===== config.mk =====
export PLATFORM = sky130hd
export DESIGN_NAME = lif_neuron_integrator
export DESIGN_NICKNAME = d
export VERILOG_FILES = /design/src/rtl/lif_neuron_integrator.sv
export SDC_FILE = /design/constraint.sdc
export NUM_CORES = 1
export LEC_CHECK = 0
export ABC_AREA = 1
export CELL_PAD_IN_SITES_DETAIL_PLACEMENT = 1
export CELL_PAD_IN_SITES_GLOBAL_PLACEMENT = 1
export CORE_MARGIN = 1
export CORE_UTILIZATION = 25
export CTS_CLUSTER_DIAMETER = 200
export DETAILED_ROUTE_END_ITERATION = 8
export PLACE_DENSITY = 0.58
export SLEW_MARGIN = 25
export SYNTH_ARGS = -nofsm -noshare
export SYNTH_HDL_FRONTEND = slang
export SYNTH_SLANG_ARGS = --single-unit

===== constraint.sdc =====
create_clock -name clock -period 2.4 [get_ports clock]
set_input_delay 0.24 -clock clock [delete_from_list [all_inputs] [get_ports clock]]
set_output_delay 0.24 -clock clock [all_outputs]
set_load 0.1 [all_outputs]

===== src/rtl/lif_neuron_integrator.sv =====
`default_nettype none
// ============================================================================
// Module   : lif_neuron_integrator
// Brief    : Leaky integrate-and-fire neuron; scans one synapse weight per cycle
//            per timestep and fires a postsynaptic spike on threshold crossing.
// Revision : 1.0 - initial release
// ============================================================================
module lif_neuron_integrator #(
    parameter int N_SYN         = 16,
    parameter int W_WIDTH       = 4,
    parameter int V_WIDTH       = 8,
    parameter int THRESHOLD     = 40,
    parameter int LEAK_SHIFT    = 3,
    parameter int REFRACT_STEPS = 2,
    parameter int A_WIDTH       = (N_SYN > 1) ? $clog2(N_SYN) : 1,
    parameter int R_WIDTH       = (REFRACT_STEPS > 0) ? $clog2(REFRACT_STEPS + 1) : 1
) (
    input  logic               clock,
    input  logic               reset,
    input  logic               step,
    input  logic [N_SYN-1:0]   pre_spike,
    output logic [A_WIDTH-1:0] weight_addr,
    input  logic [W_WIDTH-1:0] weight_data,
    output logic               post_spike,
    output logic               done,
    output logic               busy,
    output logic [V_WIDTH-1:0] membrane,
    output logic [7:0]         spike_count
);

    localparam logic [1:0]         c_IDLE      = 2'd0;
    localparam logic [1:0]         c_SCAN      = 2'd1;
    localparam logic [1:0]         c_FIRE      = 2'd2;
    localparam logic [A_WIDTH-1:0] c_LAST_IDX  = A_WIDTH'(N_SYN - 1);
    localparam logic [V_WIDTH:0]   c_THRESHOLD = (V_WIDTH + 1)'(THRESHOLD);
    localparam logic [R_WIDTH-1:0] c_REFRACT   = R_WIDTH'(REFRACT_STEPS);

    logic [1:0]         r_state;
    logic [1:0]         w_nextState;
    logic [N_SYN-1:0]   r_preQ;
    logic [A_WIDTH-1:0] r_idx;
    logic [R_WIDTH-1:0] r_refractCnt;
    logic               r_skip;
    logic [V_WIDTH-1:0] r_membrane;
    logic [7:0]         r_spikeCount;
    logic               r_postSpike;
    logic               r_done;
    logic [V_WIDTH:0]   w_sum;
    logic [V_WIDTH-1:0] w_sumClamped;

    // One extra bit catches the carry so the accumulation saturates instead of wrapping.
    assign w_sum        = {1'b0, r_membrane} + {{(V_WIDTH + 1 - W_WIDTH){1'b0}}, weight_data};
    assign w_sumClamped = w_sum[V_WIDTH] ? {V_WIDTH{1'b1}} : w_sum[V_WIDTH-1:0];

    always_ff @(posedge clock or negedge reset) begin
        if (!reset) begin
            r_state <= c_IDLE;
        end else begin
            r_state <= w_nextState;
        end
    end

    always_comb begin
        w_nextState = r_state;
        case (r_state)
            c_IDLE: begin
                if (step) begin
                    w_nextState = (r_refractCnt == '0) ? c_SCAN : c_FIRE;
                end
            end
            c_SCAN: begin
                if (r_idx == c_LAST_IDX) begin
                    w_nextState = c_FIRE;
                end
            end
            c_FIRE:  w_nextState = c_IDLE;
            default: w_nextState = c_IDLE;
        endcase
    end

    always_comb begin
        busy        = (r_state != c_IDLE);
        weight_addr = '0;
        if (r_state == c_SCAN) begin
            weight_addr = r_idx;
        end
    end

    always_ff @(posedge clock or negedge reset) begin
        if (!reset) begin
            r_preQ       <= '0;
            r_idx        <= '0;
            r_refractCnt <= '0;
            r_skip       <= 1'b0;
            r_membrane   <= '0;
            r_spikeCount <= '0;
            r_postSpike  <= 1'b0;
            r_done       <= 1'b0;
        end else begin
            r_postSpike <= 1'b0;
            r_done      <= 1'b0;
            case (r_state)
                c_IDLE: begin
                    if (step) begin
                        if (r_refractCnt == '0) begin
                            r_preQ     <= pre_spike;
                            r_membrane <= r_membrane - (r_membrane >> LEAK_SHIFT);
                            r_idx      <= '0;
                            r_skip     <= 1'b0;
                        end else begin
                            r_skip <= 1'b1;
                        end
                    end
                end
                c_SCAN: begin
                    if (r_preQ[r_idx]) begin
                        r_membrane <= w_sumClamped;
                    end
                    r_idx <= r_idx + A_WIDTH'(1);
                end
                c_FIRE: begin
                    r_done <= 1'b1;
                    if (r_skip) begin
                        r_refractCnt <= r_refractCnt - R_WIDTH'(1);
                    end else if ({1'b0, r_membrane} >= c_THRESHOLD) begin
                        r_postSpike  <= 1'b1;
                        r_membrane   <= '0;
                        r_refractCnt <= c_REFRACT;
                        if (r_spikeCount != 8'hFF) begin
                            r_spikeCount <= r_spikeCount + 8'd1;
                        end
                    end
                end
                default: begin
                end
            endcase
        end
    end

    assign post_spike  = r_postSpike;
    assign done        = r_done;
    assign membrane    = r_membrane;
    assign spike_count = r_spikeCount;

endmodule
`default_nettype wire


# == After elaboration in Yosys (flattened, before gate mapping) ==
# Cells that the tools add are included.
# classes
addsub,5
order_cmp,2
eq_ne,10
mux,24
bitwise,1
n_reduce_logical,13
# op_table
operator,count
8-bit two-way mux,6
8-bit one-hot mux with 3 select lines,1
4-bit two-way mux,3
2-bit two-way mux,5
"2-bit inequality test, second input constant",5
8-bit by 4-bit adder with 9-bit output,1
"8-bit by 1-bit adder with 8-bit output, second input constant",1
"8-bit by 6-bit >= comparator with 1-bit output, second input constant",1
"8-bit inequality test, second input constant",1
4-bit one-hot mux with 2 select lines,1
8-bit by 5-bit subtractor with 8-bit output,1
1-bit two-way mux,6
2-bit AND reduction,3
3-bit AND reduction,2
6-bit AND reduction,1
2-bit nonzero test,3
"4-bit by 5-bit < comparator with 1-bit output, second input constant",1
"4-bit by 1-bit adder with 4-bit output, second input constant",1
1-bit binary-select mux with 4-bit select,1
"4-bit == test, second input constant",1
2-bit zero test,2
2-bit one-hot mux with 2 select lines,1
4-bit AND reduction,1
3-bit nonzero test,1
other kinds (5),5
# word_totals
register_bits,43
in_bits,23
out_inout_bits,23
word_cells,64

# == Logic depth before layout (Yosys ltp) ==
# Gate-level depths: netlist (run 1).
# logic_depth
ltp_word,4
depth_mapped,13
ltp_nobuf,13

# == Worst setup path before layout (run 1) ==
# Ideal clock, no wire load.
# synth_path
kind,register to register
startpoint,"reg r_membrane[4], in the netlist membrane[4]"
endpoint,"reg r_membrane[6], in the netlist membrane[6]"
setup_ns,0.120
arrival_time_ns,2.301
required_time_ns,2.280
slack_ns,-0.021
stages_incl_launch_ff,11
path_buffers,0
period_less_slack_ns,2.421
cell_sequence,dfrtp_1 -> inv_1 -> fa_1 -> nand3_1 -> nand3_1 -> nand2_1 -> nand3_1 -> nand3_1 -> o21ai_0 -> nand2_1 -> nand2_1
# synth_via
elab_chain_cells,4
word_cells_on_any_way,10
classes_between,add/sub (2); order compare (1); eq/ne (1); mux (5); reduce/logical (1)
# synth_rtl
item,line,rtl
from (decl),44,logic [V_WIDTH-1:0] r_membrane;
from (signal assigned),107,r_membrane <= r_membrane - (r_membrane >> LEAK_SHIFT);
from (signal assigned),117,r_membrane <= w_sumClamped;
8-bit by 4-bit adder with 9-bit output or 8-bit by 5-bit subtractor with 8-bit output (tied branches),"52, 107",
8-bit two-way mux (on tied branches),"53, 105",
8-bit two-way mux (on tied branches),"116, 104",
8-bit one-hot mux with 3 select lines,102,case (r_state)
# Several ways; a longest one is shown, not always the timed one. The select of a mux whose other input is x is not followed.
# A chain may end at the register's enable or synchronous reset.

# == Worst setup path in the final report (run 1) ==
# layout_path
startpoint,"reg r_membrane[0], in the netlist membrane[0]"
endpoint,"reg r_membrane[5], in the netlist membrane[5]"
# The elaborated chain is that of the path after synthesis.

==> results by group, run 1 <==
Status
  • Status: completed

STA
  • Achievable frequency: 518.1 MHz
  • PnR worst setup slack: 0.4699 ns
  • Hold slack: 0.4453 ns
  • Pins Over Slew Limit: 0
  • Clock skew: 0.009041 ns
  • Unrepaired setup endpoints after global routing: false
  • Final Cycle Share: 80.42%
  • Tightest Pin Transition: 0.5125 ns
  • Crit path time final: 1.930 ns
  • Total negative setup slack: 0 ns
  • Final setup fails: 0
  • Final hold violations: 0
  • Worst slew margin: 65.83%

Floorplanning
  • Row count: 38
  • Die area: 11490 um2
  • Num ports: 46
  • Die Wd: 107.2 um
  • Initial Util: 25.62%
  • Core ar.: 10790 um2
  • Die Height: 107.2 um

CTS
  • Num CTS Buffers: 5
  • CTS tree: done
  • CTS resizes: 0
  • Root Buffer: clkbuf_8
  • H-tree level count: 2
  • Max clock buf depth: 2
  • Clock latency on the worst-skew pair: 0.29 ns
  • Clock-pin slew on the worst setup and hold paths: 0.09 ns
  • CTS Sinks: 43

Pwr
  • Power Total: 4.516 mW
  • Switch Pwr: 2.459 mW
  • Comb pwr share: 63.4%
  • Internal: 2.057 mW
  • Clock power frac: 10.0%
  • Switching Share: 54.45%
  • Sequential Power Share: 26.6%
  • Pwr per Cell Area: 1318 nW/um2
  • Max IR drop VDD: 0.9418 mV
  • Lkg Pwr: 1.745 nW

Critical path
  • Worst setup path startpoint: membrane[0]
  • Most used cell, CP: nand2_1
  • FF-to-FF setup slack: 0.47 ns
  • Critical path's largest stage delay: 0.43 ns
  • Slowest-stage cell, CP: dfrtp_1
  • CP Cell Sequence: ha_1 -> fa_1 -> nand3_1 -> nand2_1 -> nand2_1 -> nand3_1 -> nand2_1 -> nand2_2 -> nand2_1 -> nand2_1
  • Number of cells on the worst reg-to-reg path: 10
  • Worst Setup Start Kind: flip-flop
  • Critical Path RT: 2.58 ns
  • Critical Path AT: 2.11 ns
  • Worst Setup EP: membrane[5]
  • CP Capture Type: flip-flop
  • CP Max Fanout: 6
  • Critical path depth: 10
  • Worst r2r dst: membrane[5]
  • Worst r2r src: membrane[0]
  • Setup CP Type: flip-flop to flip-flop
  • Top Family by Delay on Critical Path: simple AND/OR/NAND/NOR gates
  • Buffers & Inverters on Critical Path: 0

Placed design
  • I/O Buffers: 45
  • Dpl cells: 557
  • Final HPWL DP: 5678 um
  • Post-place instance area: 3339 um2
  • GP Congestion: 0.7771
  • DP Worst Slack: 0.1830 ns

Synthesis
  • Yosys Warn Count: 0
  • Mapped Cells: 373
  • #FFs+latches synth: 43
  • Syn Area/Cell: 7.413 um2
  • Mapped Nets: 413
  • Yosys cell types: 32
  • Mapped Area: 2765 um2
  • Sequential area share after synthesis: 38.91%

Global route
  • Met3 Usage GRT: 2.249%
  • GR Util met1: 17.87%
  • Number of global-route vias before repair: 2694
  • Overall Global Routing Usage: 13.83%
  • GR Util met2: 24.15%
  • Largest net degree at the start of global routing: 34
  • Initial antenna violation count: 0
  • Global route total overflow: 0
  • First-pass GRT wire length: 12550 um
  • Top Usage Layer GRT: met2

Finish
  • Post-Layout Cell Count: 564
  • Layout area overhead: 23.89%
  • Final Core Density: 31.74%
  • ANT cells: 0
  • Final net count: 465
  • Design area: 3426 um2
  • Layout cell share with drive strength beyond 1: 14.86%
  • Most common cell after layout, fill and taps aside: nand2_1
  • Most frequent cells in the layout: nand2_1 (125), inv_1 (49), dfrtp_1 (42), nand3_1 (32), buf_4 (27)

Detailed routing
  • First-pass DRT Iterations: 4
  • Avg WL per Cell: 12.91 um
  • Via count: 2518
  • WL final: 7284 um
  • Routed Antenna Nets: 0
  • Residual DRC: 0
  • Drt first-iter violations: 35
  • Vias/cell: 4.465

Worst hold path
  • Min-Delay Path Class: input port to async pin

Run
  • Max-cap viol count: 0
[synth_stat cells, drive strengths merged]
| cell type | n | area, um2 |
|---|---|---|
| nand2 | 135 | 536.8 |
| inv | 56 | 210.2 |
| dfrtp | 43 | 1076 |
| nand3 | 33 | 170.2 |
| o21ai | 26 | 133.9 |
| a21oi | 15 | 75.07 |
| ha | 15 | 187.7 |
| nor2 | 15 | 76.32 |
| xor2 | 7 | 61.31 |
| buf | 6 | 42.54 |
| nand4 | 5 | 46.29 |
| xnor2 | 4 | 35.03 |
| nor3 | 3 | 20.02 |
| fa | 2 | 40.04 |
| o22ai | 2 | 12.51 |
| a22oi | 1 | 7.510 |
| a2bb2oi | 1 | 8.760 |
| and3 | 1 | 6.260 |
| nor2b | 1 | 6.260 |
| nor4 | 1 | 6.260 |
| or2 | 1 | 6.260 |
[power by group through the flow]
| stage | Sequential, mW | Combinational (mW) | Clock [mW] |
|---|---|---|---|
| after floorplan | 1.70 | 1.69 | 0 |
| after global placement | 1.22 | 2.86 | 0 |
| after detailed placement | 1.22 | 2.90 | 0 |
| after CTS | 1.21 | 2.92 | 0.478 |
| after global routing | 1.24 | 3.22 | 0.503 |
| final | 1.20 | 2.86 | 0.452 |
[how the worst min path moves through the flow]
stage / start / end / depth (start not counted) / slack, ns
after floorplan: reset / done / 0 / -0.06
after global placement: reset / r_preQ[2] / 1 / 0.24
after detailed placement: reset / r_preQ[2] / 1 / 0.24
after CTS: reset / r_skip / 2 / 0.45
after global routing: reset / r_skip / 2 / 0.49
final: reset / r_preQ[0] / 2 / 0.45
[routing by layer]
layer | part of all wire, % | vias to the layer above
met2 | 47 | 29
met1 | 49 | 1205
li1 | - | 1280
met4 | 0.86 | 0
met5 | 0 | -
met3 | 2.6 | 4
[cell type report]
cell class	count	area, um2
Multi-Input combinational cell	268	1439
Clock buffer	5	68.82
Sequential cell	43	1077
Clock inverter	1	7.507
Tap cell	140	175.2
Fill cell	1331	7367
Timing Repair Buffer	51	447.9
Inverter	56	210.2
[flip-flops by register name, indices dropped and copies added, names as in the netlist]
name,count
r_skip,1
r_refractCnt,2
membrane,8
done,1
r_idx,4
r_preQ,16
r_state,2
post_spike,1
spike_count,8
[logic make-up after synthesis]
group / Yosys count / synth area share, %
adder cells (fa/ha/maj): 17 / 8.235
XOR/XNOR: 11 / 3.484
buffers and inverters: 62 / 9.141
flip-flops: 43 / 38.91
AO/OA/AOI/OAI: 45 / 8.597
AND/OR/NAND/NOR: 195 / 31.63
[what timing repair did]
action | CTS | global route
hold buffers | 1 | 0
setup endpoints to repair | 0 | 0
hold endpoints to repair | 20 | 0
setup buffers | 0 | 0
(Power assumes the default switching activity.)
==> run 2: changes to the inputs <==
--- a/config.mk
+++ b/config.mk
@@ -12,7 +12,7 @@
 export CORE_UTILIZATION = 25
 export CTS_CLUSTER_DIAMETER = 200
 export DETAILED_ROUTE_END_ITERATION = 8
-export PLACE_DENSITY = 0.58
+export PLACE_DENSITY = 0.6
 export SLEW_MARGIN = 25
 export SYNTH_ARGS = -nofsm -noshare
 export SYNTH_HDL_FRONTEND = slang
==> constraint.sdc (replaced) <==
create_clock -name clock -period 1.6 [get_ports clock]
set_input_delay 0.16 -clock clock [delete_from_list [all_inputs] [get_ports clock]]
set_output_delay 0.16 -clock clock [all_outputs]
set_load 0.1 [all_outputs]
==> run 2 against run 1 <==
The run now ends with negative setup slack left. Clock power grew 98%. Final cell count rose by 9.4%. Critical path depth grew 1. First-iteration DRC count increased to 3.1 times the previous value. Clock skew rose by 0.0057 ns. Power is 98% higher. Count of clock-buffer cells in the layout did not move. Highest routed layer unchanged. Die area unchanged. Via count grew 9.3%. Hold slack lost 0.10 ns. Sequential power up 53%. Wire length increased by 15%.
==> results by group, run 2 (synthesis gave the netlist of run 1 again) <==
Detailed routing
  • First-pass DRT Iterations: 4 (unchanged)
  • Avg WL per Cell: 13.55 um (was 12.91 um)
  • Via count: 2751 (was 2518)
  • Residual DRC: 0 (unchanged)
  • Vias/cell: 4.459 (was 4.465)
  • Drt first-iter violations: 109 (was 35)
  • Routed Antenna Nets: 0 (unchanged)
  • WL final: 8359 um (was 7284 um)

CTS
  • Root Buffer: clkbuf_8 (unchanged)
  • Max clock buf depth: 2 (unchanged)
  • CTS tree: done (unchanged)
  • CTS Sinks: 43 (unchanged)
  • Clock-pin slew on the worst setup and hold paths: 0.10 ns (was 0.09 ns)
  • Clock latency on the worst-skew pair: 0.30 ns (was 0.29 ns)
  • H-tree level count: 2 (unchanged)
  • Num CTS Buffers: 5 (unchanged)

Global route
  • Global route total overflow: 0 (unchanged)
  • Number of global-route vias before repair: 3020 (was 2694)
  • First-pass GRT wire length: 14380 um (was 12550 um)
  • Initial antenna violation count: 0 (unchanged)
  • Largest net degree at the start of global routing: 32 (was 34)
  • Overall Global Routing Usage: 15.64% (was 13.83%)

Finish
  • Post-Layout Cell Count: 617 (was 564)
  • FILL cells: 1291 (was 1331)
  • Multi-input gate area: 1682 um2 (was 1439 um2)
  • Layout area overhead: 61.72% (was 23.89%)
  • Most common cell after layout, fill and taps aside: nand2_1 (unchanged)
  • Sequential cell area: 1116 um2 (was 1077 um2)
  • Layout cell share with drive strength beyond 1: 36.69% (was 14.86%)
  • Max reg flops: 16 (unchanged)
  • Largest reg by FF count: r_preQ (unchanged)
  • Final net count: 516 (was 465)
  • ANT cells: 0 (unchanged)
  • Most frequent cells in the layout: nand2_1 (115), buf_4 (48), inv_1 (39), nand3_1 (27), dfrtp_1 (27) (was nand2_1 (125), inv_1 (49), dfrtp_1 (42), nand3_1 (32), buf_4 (27))

STA
  • Worst slew margin: 67.84% (was 65.83%)
  • Achievable frequency: 553.2 MHz (was 518.1 MHz)
  • Crit path time final: 1.808 ns (was 1.930 ns)
  • PnR worst setup slack: -0.2078 ns (was 0.4699 ns)
  • Final hold violations: 0 (unchanged)
  • Pins Over Slew Limit: 0 (unchanged)
  • Total negative setup slack: -1.643 ns (was 0 ns)
  • Unrepaired setup endpoints after global routing: true (was false)
  • Tightest Pin Transition: 0.4825 ns (was 0.5125 ns)
  • Final setup fails: 12 (was 0)
  • Clock skew: 0.01476 ns (was 0.009041 ns)
  • Final Cycle Share: 113.0% (was 80.42%)

Critical path
  • Top Family by Delay on Critical Path: flip-flops (was simple AND/OR/NAND/NOR gates)
  • Setup CP Type: flip-flop to flip-flop (unchanged)
  • Slowest-stage cell, CP: dfrtp_4 (was dfrtp_1)
  • CP Max Fanout: 3 (was 6)
  • Most used cell, CP: nand2_1 (unchanged)
  • Buffers & Inverters on Critical Path: 4 (was 0)
  • CP Capture Type: flip-flop (unchanged)
  • Worst Setup Start Kind: flip-flop (unchanged)
  • Critical Path AT: 2.05 ns (was 2.11 ns)
  • Critical path's largest stage delay: 0.52 ns (was 0.43 ns)
  • Critical Path RT: 1.85 ns (was 2.58 ns)
  • CP Cell Sequence: inv_2 -> ha_4 -> inv_2 -> fa_2 -> buf_4 -> buf_4 -> a21oi_2 -> o21ai_2 -> nand2_1 -> nand2_1 -> nand2_1 (was ha_1 -> fa_1 -> nand3_1 -> nand2_1 -> nand2_1 -> nand3_1 -> nand2_1 -> nand2_2 -> nand2_1 -> nand2_1)

Pwr
  • Pwr per Cell Area: 2000 nW/um2 (was 1318 nW/um2)
  • Lkg Pwr: 2.117 nW (was 1.745 nW)
  • Switch Pwr: 4.348 mW (was 2.459 mW)
  • Power Total: 8.941 mW (was 4.516 mW)
  • Clock power frac: 10.0% (about the same)
  • Comb pwr share: 69.5% (was 63.4%)
  • Max IR drop VDD: 1.363 mV (was 0.9418 mV)
  • Switching Share: 48.63% (was 54.45%)
  • Internal: 4.594 mW (was 2.057 mW)
  • Sequential Power Share: 20.4% (was 26.6%)

Floorplanning
  • Die Wd: 107.2 um (unchanged)
  • Num ports: 46 (unchanged)
  • Die Height: 107.2 um (unchanged)
  • Die area: 11490 um2 (unchanged)
  • Row count: 38 (unchanged)
  • Initial Util: 25.62% (unchanged)
  • Core ar.: 10790 um2 (unchanged)

Placed design
  • I/O Buffers: 45 (unchanged)
  • GP Congestion: 0.7691 (was 0.7771)
  • Dpl cells: 598 (was 557)
  • Final HPWL DP: 6403 um (was 5678 um)

Worst hold path
  • Min-Delay Path Class: input port to async pin (unchanged)

Status
  • Failing checks: negative setup slack
  • Status: complete, but fails checks (was completed)

Run
  • Max-cap viol count: 0 (unchanged)
run 2: per-stage QoR:
step                util [%]  cell area [um2]  worst slack [ns]  hold slack (ns)
global placement       38.12             4114           -0.2413           0.1534
floorplan                  -             2939           -0.2597          -0.1356
global route           41.43             4472           -0.3273           0.3755
CTS                    40.18             4337           -0.1787           0.3533
detailed placement     38.12             4114           -0.3057           0.1596
finish                 41.43             4472           -0.2078           0.3421
run 2: path summary, 6_finish.rpt:
path | from | endpoint | slack (ns) | depth (start not counted)
setup / recovery | membrane[0] | membrane[2] | -0.21 | 11
hold / removal | reset | r_preQ[13] | 0.34 | 2
setup reg to reg | membrane[0] | membrane[2] | -0.21 | 11
hold reg to reg | r_preQ[15] | r_preQ[15] | 0.48 | 2
max in group asynchronous | reset | membrane[6] | 0.72 | 3
min in group clock | pre_spike[4] | r_preQ[4] | 0.40 | 3
run 2: cell type report:
class	instances	share of cell area, %
Clock inverter	3	1.035
Inverter	56	4.952
Tap cell	140	3.917
Clock buffer	5	1.539
Multi-Input combinational cell	268	37.60
Sequential cell	43	24.96
Timing Repair Buffer	102	25.99
run 2: worst reg2reg max path: stages, from the launching register on:
cell and delay [ns]:
dfrtp_4 0.52, inv_2 0.07, ha_4 0.12, inv_2 0.04, fa_2 0.37, buf_4 0.14, buf_4 0.13, a21oi_2 0.12
o21ai_2 0.07, nand2_1 0.05, nand2_1 0.05, nand2_1 0.07
run 2: timing repair:
action / 4_1_cts / 5_1_grt
setup endpoints to repair: 31 / 41
gates resized for setup: 14 / 26
buffers inserted: 6 / 4
hold buffers: 1 / 0
pin swaps: 8 / 14
hold endpoints to repair: 17 / 0
run 2: power by group through the flow:
| stage | Sequential (mW) | Combinational [mW] | Clock [mW] |
|---|---|---|---|
| after floorplan | 2.65 | 2.74 | 0 |
| after global placement | 1.82 | 5.65 | 0 |
| after detailed placement | 1.84 | 5.78 | 0 |
| after CTS | 1.82 | 6.00 | 0.925 |
| after global routing | 1.88 | 6.81 | 0.970 |
| final | 1.83 | 6.22 | 0.897 |
run 2: layer usage:
metal  GRT usage, %  vias to the layer above  routed length [um]
met3          2.128                        6                 239
met1          19.21                     1320                3645
li1               -                     1380                   -
met2          28.94                       45                4401
met4          3.131                        0                  72
met5              0                        -                   0
==> run 3: changes to the inputs <==
--- a/config.mk
+++ b/config.mk
@@ -8,7 +8,6 @@
 export ABC_AREA = 1
 export CELL_PAD_IN_SITES_DETAIL_PLACEMENT = 1
 export CELL_PAD_IN_SITES_GLOBAL_PLACEMENT = 1
-export CORE_MARGIN = 1
 export CORE_UTILIZATION = 25
 export CTS_CLUSTER_DIAMETER = 200
 export DETAILED_ROUTE_END_ITERATION = 8
==> results of run 3 <==
Final layout, timing and power as in run 2 (identical DEF).
